### src/rtl/alu_seq_pkg.sv
// Shared types and constants for the ALU sequencer: opcode and FSM state enums,
// plus the divide-by-zero guard value used when ALU_SEQ_DIV_GUARD_EN is defined.
package alu_seq_pkg;

  localparam int DATA_W = 8;
  localparam logic [DATA_W-1:0] DIV_GUARD_VAL = 8'hFF;

  typedef enum logic [3:0] {
    OP_ADD   = 4'h0,
    OP_SUB   = 4'h1,
    OP_MUL   = 4'h2,
    OP_DIV   = 4'h3,
    OP_MOD   = 4'h4,
    OP_AND   = 4'h5,
    OP_OR    = 4'h6,
    OP_XOR   = 4'h7,
    OP_NOT   = 4'h8,
    OP_SHL   = 4'h9,
    OP_SHR   = 4'hA,
    OP_ROL   = 4'hB,
    OP_ROR   = 4'hC,
    OP_PASSA = 4'hD,
    OP_INCA  = 4'hE,
    OP_INCB  = 4'hF
  } alu_op_e;

  typedef enum logic [1:0] {
    ST_IDLE = 2'd0,
    ST_EXEC = 2'd1,
    ST_WB   = 2'd2
  } seq_state_e;

  // A divide whose divisor is zero gets the guard value instead of the ALU result.
  function automatic logic div_guard_hit(input alu_op_e op, input logic [DATA_W-1:0] b);
    return (op == OP_DIV) && (b == 8'h00);
  endfunction

endpackage

### src/rtl/alu_seq_regfile.sv
// NREGS x 8 register file: two combinational read ports, one synchronous write
// port, asynchronous active-low clear.
module alu_seq_regfile
  import alu_seq_pkg::*;
#(
  parameter int NREGS = 4,
  parameter int RAW   = $clog2(NREGS)
) (
  input  logic              clk,
  input  logic              rst_n,
  input  logic [RAW-1:0]    raddr1,
  output logic [DATA_W-1:0] rdata1,
  input  logic [RAW-1:0]    raddr2,
  output logic [DATA_W-1:0] rdata2,
  input  logic              we,
  input  logic [RAW-1:0]    waddr,
  input  logic [DATA_W-1:0] wdata
);

  logic [DATA_W-1:0] regs_r [NREGS];

  // Storage with a single write port; reset clears every entry.
  always_ff @(posedge clk or negedge rst_n) begin
    if (!rst_n) begin
      for (int i = 0; i < NREGS; i++) begin
        regs_r[i] <= 8'h00;
      end
    end else if (we) begin
      regs_r[waddr] <= wdata;
    end
  end

  assign rdata1 = regs_r[raddr1];
  assign rdata2 = regs_r[raddr2];

endmodule

### src/rtl/alu_sequencer.sv
// Issues one instruction at a time to an external combinational ALU and returns
// results over valid/ready. Define ALU_SEQ_DIV_GUARD_EN to force 8'hFF + err on divide by zero.
module alu_sequencer
  import alu_seq_pkg::*;
#(
  parameter int NREGS = 4,
  parameter int RAW   = $clog2(NREGS)
) (
  input  logic           clk,
  input  logic           rst_n,
  input  logic           instr_valid,
  output logic           instr_ready,
  input  logic           instr_ld,
  input  logic [3:0]     instr_op,
  input  logic [RAW-1:0] instr_rd,
  input  logic [RAW-1:0] instr_rs1,
  input  logic [RAW-1:0] instr_rs2,
  input  logic [7:0]     instr_imm,
  output logic [7:0]     alu_a,
  output logic [7:0]     alu_b,
  output logic [3:0]     alu_opcode,
  input  logic [7:0]     alu_out,
  output logic           res_valid,
  input  logic           res_ready,
  output logic [7:0]     res_data,
  output logic [RAW-1:0] res_rd,
  output logic           res_err
);

  seq_state_e     state_r, state_nx_s;
  logic [RAW-1:0] rd_r;
  logic [7:0]     alu_a_r, alu_b_r;
  alu_op_e        alu_opcode_r;
  logic [7:0]     res_data_r;
  logic [RAW-1:0] res_rd_r;
  logic           res_err_r;

  logic [7:0]     rdata1_s, rdata2_s;
  logic           we_s;
  logic [RAW-1:0] waddr_s;
  logic [7:0]     wdata_s;
  logic           issue_s, capture_s;
  logic [7:0]     result_s;
  logic           err_s;

  alu_seq_regfile #(.NREGS(NREGS), .RAW(RAW)) u_regfile (
    .clk    (clk),
    .rst_n  (rst_n),
    .raddr1 (instr_rs1),
    .rdata1 (rdata1_s),
    .raddr2 (instr_rs2),
    .rdata2 (rdata2_s),
    .we     (we_s),
    .waddr  (waddr_s),
    .wdata  (wdata_s)
  );

`ifdef ALU_SEQ_DIV_GUARD_EN
  // Divide-by-zero substitutes the guard value and flags the result.
  always_comb begin
    if (div_guard_hit(alu_opcode_r, alu_b_r)) begin
      result_s = DIV_GUARD_VAL;
      err_s    = 1'b1;
    end else begin
      result_s = alu_out;
      err_s    = 1'b0;
    end
  end
`else
  // ALU result passes through untouched; no error reporting.
  always_comb begin
    result_s = alu_out;
    err_s    = 1'b0;
  end
`endif

  // State register.
  always_ff @(posedge clk or negedge rst_n) begin
    if (!rst_n) begin
      state_r <= ST_IDLE;
    end else begin
      state_r <= state_nx_s;
    end
  end

  // Next-state decode; loads retire in IDLE, ALU results are written back in EXEC.
  always_comb begin
    state_nx_s = state_r;
    we_s       = 1'b0;
    waddr_s    = rd_r;
    wdata_s    = result_s;
    issue_s    = 1'b0;
    capture_s  = 1'b0;
    case (state_r)
      ST_IDLE: begin
        if (instr_valid && instr_ld) begin
          we_s    = 1'b1;
          waddr_s = instr_rd;
          wdata_s = instr_imm;
        end else if (instr_valid) begin
          issue_s    = 1'b1;
          state_nx_s = ST_EXEC;
        end else begin
          state_nx_s = ST_IDLE;
        end
      end
      ST_EXEC: begin
        we_s       = 1'b1;
        capture_s  = 1'b1;
        state_nx_s = ST_WB;
      end
      ST_WB: begin
        if (res_ready) begin
          state_nx_s = ST_IDLE;
        end else begin
          state_nx_s = ST_WB;
        end
      end
      default: state_nx_s = ST_IDLE;
    endcase
  end

  // Operand latch on issue, result latch on capture.
  always_ff @(posedge clk or negedge rst_n) begin
    if (!rst_n) begin
      alu_a_r      <= 8'h00;
      alu_b_r      <= 8'h00;
      alu_opcode_r <= OP_ADD;
      rd_r         <= '0;
      res_data_r   <= 8'h00;
      res_rd_r     <= '0;
      res_err_r    <= 1'b0;
    end else begin
      if (issue_s) begin
        alu_a_r      <= rdata1_s;
        alu_b_r      <= rdata2_s;
        alu_opcode_r <= alu_op_e'(instr_op);
        rd_r         <= instr_rd;
      end
      if (capture_s) begin
        res_data_r <= result_s;
        res_rd_r   <= rd_r;
        res_err_r  <= err_s;
      end
    end
  end

  assign instr_ready = (state_r == ST_IDLE);
  assign res_valid   = (state_r == ST_WB);
  assign alu_a       = alu_a_r;
  assign alu_b       = alu_b_r;
  assign alu_opcode  = alu_opcode_r;
  assign res_data    = res_data_r;
  assign res_rd      = res_rd_r;
  assign res_err     = res_err_r;

endmodule

### config.mk
export PLATFORM = sky130hd
export DESIGN_NAME = alu_sequencer
export DESIGN_NICKNAME = d
export VERILOG_FILES = /design/src/rtl/alu_seq_pkg.sv /design/src/rtl/alu_seq_regfile.sv /design/src/rtl/alu_sequencer.sv
export SDC_FILE = /design/constraint.sdc
export NUM_CORES = 1
export LEC_CHECK = 0
export ABC_AREA = 1
export BUFFER_PORTS_ARGS = -buffer_cell sky130_fd_sc_hd__buf_2
export CAP_MARGIN = 20
export CORE_UTILIZATION = 50
export DETAILED_ROUTE_END_ITERATION = 10
export GPL_TIMING_DRIVEN = 0
export HOLD_SLACK_MARGIN = 0.08
export PLACE_DENSITY_LB_ADDON = 0.2
export SLEW_MARGIN = 20
export SYNTH_ARGS = -nofsm -noshare
export SYNTH_HDL_FRONTEND = slang
export SYNTH_SLANG_ARGS = --single-unit
### constraint.sdc
create_clock -name clk -period 1.4 [get_ports clk]
set_input_delay 0.28 -clock clk [delete_from_list [all_inputs] [get_ports clk]]
set_output_delay 0.28 -clock clk [all_outputs]
set_load 0.01 [all_outputs]
Word-level counts from Yosys, hierarchy flattened
Index checks and enable logic that the tools add are counted.
Operators by class
  add/subtract/negate cells: 0
  multipliers: 0
  divide/modulo/power cells: 0
  order comparisons: 4
  equal/unequal tests: 3
  shifts and indexed selects: 0
  muxes and demuxes: 23
  bitwise gates (word level): 3
  reduce and logical (&&, ||, !) cells: 3
Operators with widths (number)
  two-way mux 8 bit: 7
  binary-select mux 8 bit (select 2 bit): 2
  bitwise mux 32 bit: 1
  demux 8 bit (select 2 bit): 1
  >= comparator 3 bit, second input constant: 3
  inverter 2 -> 3 bit: 3
  two-way mux 2 bit: 4
  two-way mux 1 bit: 6
  case mux 2 bit (3 select lines): 1
  < comparator 3 x 1 -> 1 bit, second input constant: 1
  == test 2 x 1 -> 1 bit, second input constant: 1
  == test 2 bit, second input constant: 1
  logical AND 1 bit: 2
  logical NOT 2 bit: 1
  inequality test 2 bit, second input constant: 1
  case mux 1 bit (2 select lines): 1
Word-level totals
  bits in registers: 66
  bits in latches: 0
  bits in writable memories: 0
  bits in read-only memories: 0
  bits of input ports: 31
  output and inout bits: 33
  word-level logic and storage cells: 47
  memories: 0

Logic depth before layout (Yosys ltp)
  depth in word-level cells: 9
  mapped depth: 9
  mapped depth without buffers: 8

Hierarchy
Synthesis repeated with hierarchy kept, for this count alone.
Second synthesis, totals
  cell total of the unflattened synthesis: 486
  area total of the unflattened synthesis: 3619.7 µm²
Modules (own cells, without submodules)
  alu_seq_regfile: instances 1, cells an instance 297, area each 2053.2 µm², seq. area each 800.8 µm²
  alu_sequencer: instances 1, cells an instance 189, area each 1566.5 µm², seq. area each 850.8 µm²

Worst setup path after synthesis
OpenSTA, ideal clock, no wires.
  path kind: flip-flop to flip-flop
  start point: register state_r[1]
  end point: register u_regfile.regs_r[0] (netlist name)
  library setup time: 0.117 ns
  arrival time: 1.232 ns
  data required time: 1.283 ns
  path slack: 0.051 ns
  cell stages (with the launch flop): 8
  path buffers: 1
  clock period less this slack: 1.349 ns
  path through: dfrtp_1 nor2_4 buf_4 nand3_4 nand2_4 nand3_2 nand2_1 nand2_1
On the way
  longest elaborated chain between the ends: 8
  elaborated cells on any way between the ends: 12
  classes of those cells: order compare (2); eq/ne (1); mux (6); bitwise (1); reduce/logical (2)
RTL lines
  start: declaration: RTL line alu_sequencer.sv:30  | seq_state_e state_r, state_nx_s;
  start signal: assignment: RTL line alu_sequencer.sv:82  | state_r <= state_nx_s;
  logical NOT 2 bit *
  named net instr_ready: RTL line alu_sequencer.sv:12  | output logic instr_ready,
  two-way mux 2 bit: RTL line alu_sequencer.sv:94  | case (state_r)
  inverter 2 -> 3 bit (not written as such): RTL line alu_seq_regfile.sv:29  | regs_r[waddr] <= wdata;
  >= comparator 3 bit (not written as such) or < comparator 3 x 1 -> 1 bit (tied branches): RTL line alu_seq_regfile.sv:29
  logical AND 1 bit (not written as such): RTL line alu_seq_regfile.sv:29
  two-way mux 8 bit (not written as such): RTL line alu_seq_regfile.sv:29
  demux 8 bit (select 2 bit): RTL line alu_seq_regfile.sv:29
  bitwise mux 32 bit: RTL line alu_seq_regfile.sv:29
  end signal: indexed assignment: RTL line alu_seq_regfile.sv:29
  end: declaration: RTL line alu_seq_regfile.sv:20  | logic [DATA_W-1:0] regs_r [NREGS];
The timed path passes the listed nets; every way through them passes the cells marked *.
A chain may end at the register's enable or synchronous reset.

Worst setup path after layout
  start point: register state_r[1]
  end point: register u_regfile.regs_r[23] (netlist name)
On the way
  longest elaborated chain between the ends: 8
  elaborated cells on any way between the ends: 12
  classes of those cells: order compare (2); eq/ne (1); mux (6); bitwise (1); reduce/logical (2)
RTL lines (RTL line)
  logical NOT 2 bit: alu_sequencer.sv:94
  two-way mux 2 bit: alu_sequencer.sv:94
  inverter 2 -> 3 bit (not written as such): alu_seq_regfile.sv:29
  >= comparator 3 bit (not written as such) or < comparator 3 x 1 -> 1 bit (tied branches): alu_seq_regfile.sv:29
  logical AND 1 bit (not written as such): alu_seq_regfile.sv:29
  two-way mux 8 bit (not written as such): alu_seq_regfile.sv:29
  demux 8 bit (select 2 bit): alu_seq_regfile.sv:29
  bitwise mux 32 bit: alu_seq_regfile.sv:29
Several ways; a longest one is shown, not always the timed one.

==> qor_table.md <==
| Item | Reported | Unit |
| --- | --- | --- |
| Layout cells sized above 1 | 0.3570 | - |
| Cell-by-cell listing of the critical path | nor2_4, buf_12, nand2_8, buf_8, nand2_4, nand2_8, buf_6, nand3_2, nand2_1 | - |
| Buf+Inv Stages, Crit Path | 3 | - |
| Power density over cell area | 1930 | nW/um2 |
| Capture instance of the worst register-to-register path | u_regfile.regs_r[23] | - |
| Critical path class | reg2reg | - |
| Clock slew seen by the registers of the worst setup and hold paths | 0.08 | ns |
| Final-stage net count | 533 | - |
| Largest net degree at the start of global routing | 52 | - |
| Switching power of the nets | 0.003565 | W |
| Max VDD drop | 1.079 | mV |
| Crit-path most repeated cell | nand2_8 | - |
| Required time worst endpoint | 1.62 | ns |
| Setup Skew | 0.01093 | ns |
| Distinct cell type count after synthesis | 23 | - |
| Post-Synthesis Cell Area | 3308 | um2 |
| Overall Power | 0.008806 | W |
| Antenna violations before repair | 0 | - |
| Reg-to-reg startpoint | state_r[1] | - |
| Global-route usage over all layers | 0.2769 | - |
| Clock tree from TritonCTS | built | - |
| Worst setup margin | -0.1256 | ns |
| CTS Root Cell | clkbuf_8 | - |
| Static Leak | 2.244 | nW |
| Detail Route Antenna Nets | 0 | - |
| Clock Sink Count | 66 | - |
| Synth Net Count | 432 | - |
| Flop pwr share | 0.383 | - |
| Signed area change from the synthesized netlist to the final layout | 37.94 | % |
| Critical hold path startpoint | res_ready | - |
| Number of flip-flops and latches in the synthesized netlist | 66 | - |
| I/O Pins | 64 | - |
| Sequential-to-total area share from yosys stat | 0.4992 | - |
| Crit. End Element | flop | - |
| Post-route fraction of the period consumed by the critical path | 1.090 | - |
| Count of routing violations after the opening detailed-route iteration | 273 | - |
| Result of the run | finished with violations | - |
| Detailed Route WL | 9.320 | mm |
| Placeable core region | 6386 | um2 |
| Clk network pwr share | 0.172 | - |
| Num CTS Buffers | 9 | - |
| Clock insertion delay at the later pin of the skew report | 0.35 | ns |
| Final instance area | 4563 | um2 |
| Hold violation total from the final report | 0 | - |
| Crit path time final | 1.526 | ns |
| Slew Viols, Final | 0 | - |
| # diodes | 0 | - |
| Logic pwr share | 0.444 | - |
| Setup Viol. Count Final | 41 | - |
| CTS H-tree lvls | 3 | - |
| Violations in the final reports | setup timing | - |
| Largest buffer count on any clock path | 2 | - |
| R2r setup slk | -0.13 | ns |
| Arrival time at the worst endpoint | 1.75 | ns |
| Cell class contributing the biggest share of worst-path delay | simple AND/OR/NAND/NOR gates | - |
| Synth warnings | 0 | - |
| Depth of the most critical reg-to-reg path | 9 | - |
| DRC viols | 0 | - |
| Standard cell area after detailed placement | 3735 | um2 |
| Internal power consumption | 0.005241 | W |
| Highest attainable clock frequency | 0.6555 | GHz |
| Pre-CTS WS | -0.1596 | ns |
| Core Rows | 29 | - |
| Standard cell with the maximum stage delay on the critical path | dfrtp_1 | - |
| Vias in the first global route | 3178 | - |
| First-pass GRT wire length | 15.23 | mm |
| Net switching share of the total power | 0.4049 | - |
| Average vias per placed instance | 5.438 | - |
| Die Span X | 83.34 | um |
| Worst Hold Class | in2reg | - |
| Initial core utilization | 0.5180 | - |
| Placed wire-length estimate | 5.763 | mm |
| Avg Synthesized Cell Area | 8.250 | um2 |
| Maximum fanout along the worst path | 6 | - |
| Max-capacitance violation count | 0 | - |
| Routability-driven placement congestion ratio | 0.8524 | - |
| Synth Instances | 401 | - |
| Setup repair after global routing missed its margin | true | - |
| Die height | 83.34 | um |
| Detailed-route wire length per cell | 15.96 | um |
| Kind of start point of the critical path | flop | - |
| Hold Path End | state_r[1] | - |
| Slowest stage delay, CP | 0.41 | ns |
| Die area | 6946 | um2 |
| Count of buffers inserted at the top-level ports | 60 | - |
| Global route total overflow | 0 | - |
| Via count | 3176 | - |
| TritonRoute pass-1 iters | 5 | - |
| Number of stages on the worst hold path | 2 | - |
layout make-up:
class | instances | area (um2)
timing repair buffer | 89 | 621.8
clock inverter | 2 | 10.01
tap | 77 | 96.34
buffer | 22 | 170.2
multi-input combinational | 288 | 1735
inverter | 26 | 105.1
fill | 507 | 1823
clock buffer | 14 | 172.7
sequential | 66 | 1652
sequential cells by signal (all words and copies together), names as in the netlist:
signal	flops
u_regfile.regs_r	32
alu_a	8
alu_b	8
res_data	8
alu_opcode	4
rd_r	2
res_rd	2
state_r	2
cells in the mapped netlist:
library cell    n  area share
a31oi_1        16       0.030
dfrtp_1        66        0.50
nand3_1        43       0.065
nor2_1         17       0.019
nand3_2         3      0.0091
inv_1          23       0.026
nand2_4         4       0.014
buf_6           5       0.017
clkbuf_1       11       0.012
o211ai_1       16       0.036
conb_1          1      0.0011
nand2_1       140        0.16
nand2_2         4      0.0076
inv_2           1      0.0011
nor2_4          1      0.0034
clkinv_2        1      0.0015
buf_4           4      0.0091
nor2_8          2       0.012
o21ai_0        21       0.032
inv_4           1      0.0019
buf_2           2      0.0030
a21oi_1        16       0.024
nand3_4         3       0.016
worst max path at each step:
stage	end	depth (start not counted)	slack, ns	startpoint
3_3_place_gp	res_data[6]	1	-0.21	rst_n
3_5_place_dp	u_regfile.regs_r[1]	7	-0.16	state_r[0]
4_1_cts	u_regfile.regs_r[10]	9	-0.11	state_r[0]
5_1_grt	u_regfile.regs_r[23]	9	-0.20	state_r[1]
6_report	u_regfile.regs_r[23]	9	-0.13	state_r[1]
2_1_floorplan	u_regfile.regs_r[0]	7	0.05	state_r[1]
power groups by stage:
stage / logic, W / clock network, W / registers (W)
floorplan: 0.00181 / 0 / 0.00345
global placement: 0.00286 / 0 / 0.00332
detailed placement: 0.00294 / 0 / 0.00336
CTS: 0.00365 / 0.00151 / 0.00335
global route: 0.00430 / 0.00162 / 0.00348
finish: 0.00391 / 0.00152 / 0.00338
timing repair:
action                                  CTS  global route
resized for setup                        69            27
pin swaps                                24            27
endpoints found under the setup margin   49            57
hold buffers                              1             0
setup buffers                            16             6
endpoints found under the hold margin    15             0
cloned                                    5             1
cell families after synthesis:
family / Yosys count / share of synthesized area
buffers and inverters: 48 / 0.07224
flip-flops: 66 / 0.4992
other: 1 / 0.001134
AND/OR/NAND/NOR: 217 / 0.3048
AO/OA/AOI/OAI: 69 / 0.1225
placed cells by master, fill, tap and decap left out, drive strengths merged:
cell         Yosys  final
o211ai          16     16
clkinv           1      3
a21oi           16     16
inv             25     25
nand3           49     49
nand2          148    149
buf             11     98
nor2            20     20
a31oi           16     16
o21ai           21     21
clkbuf          11     26
dfrtp           66     66
conb             1      1
dlygate4sd3      0      1
layer usage:
metal	track usage	part of all wire	vias up	routed length (um)
met4	0.1097	0.024	0	228
met3	0.04871	0.050	21	470
met1	0.3621	0.44	1496	4060
li1	-	-	1528	-
met5	0	0	-	0
met2	0.4575	0.49	131	4561
through the flow:
| step | std cells | hold WS, ns | setup TNS, ns | util |
|---|---|---|---|---|
| 6_report | 584 | 0.1063 | -3.121 | 0.7145 |
| 4_1_cts | 577 | 0.1092 | -3.235 | 0.6875 |
| 3_3_place_gp | 538 | 0.4579 | -17.34 | 0.5801 |
| 3_5_place_dp | 539 | 0.1591 | -4.693 | 0.5848 |
| 5_1_grt | 584 | 0.1313 | -6.749 | 0.7145 |
| 2_1_floorplan | 401 | -0.01559 | 0 | - |
Note: power is estimated with default switching activity, not from simulation.
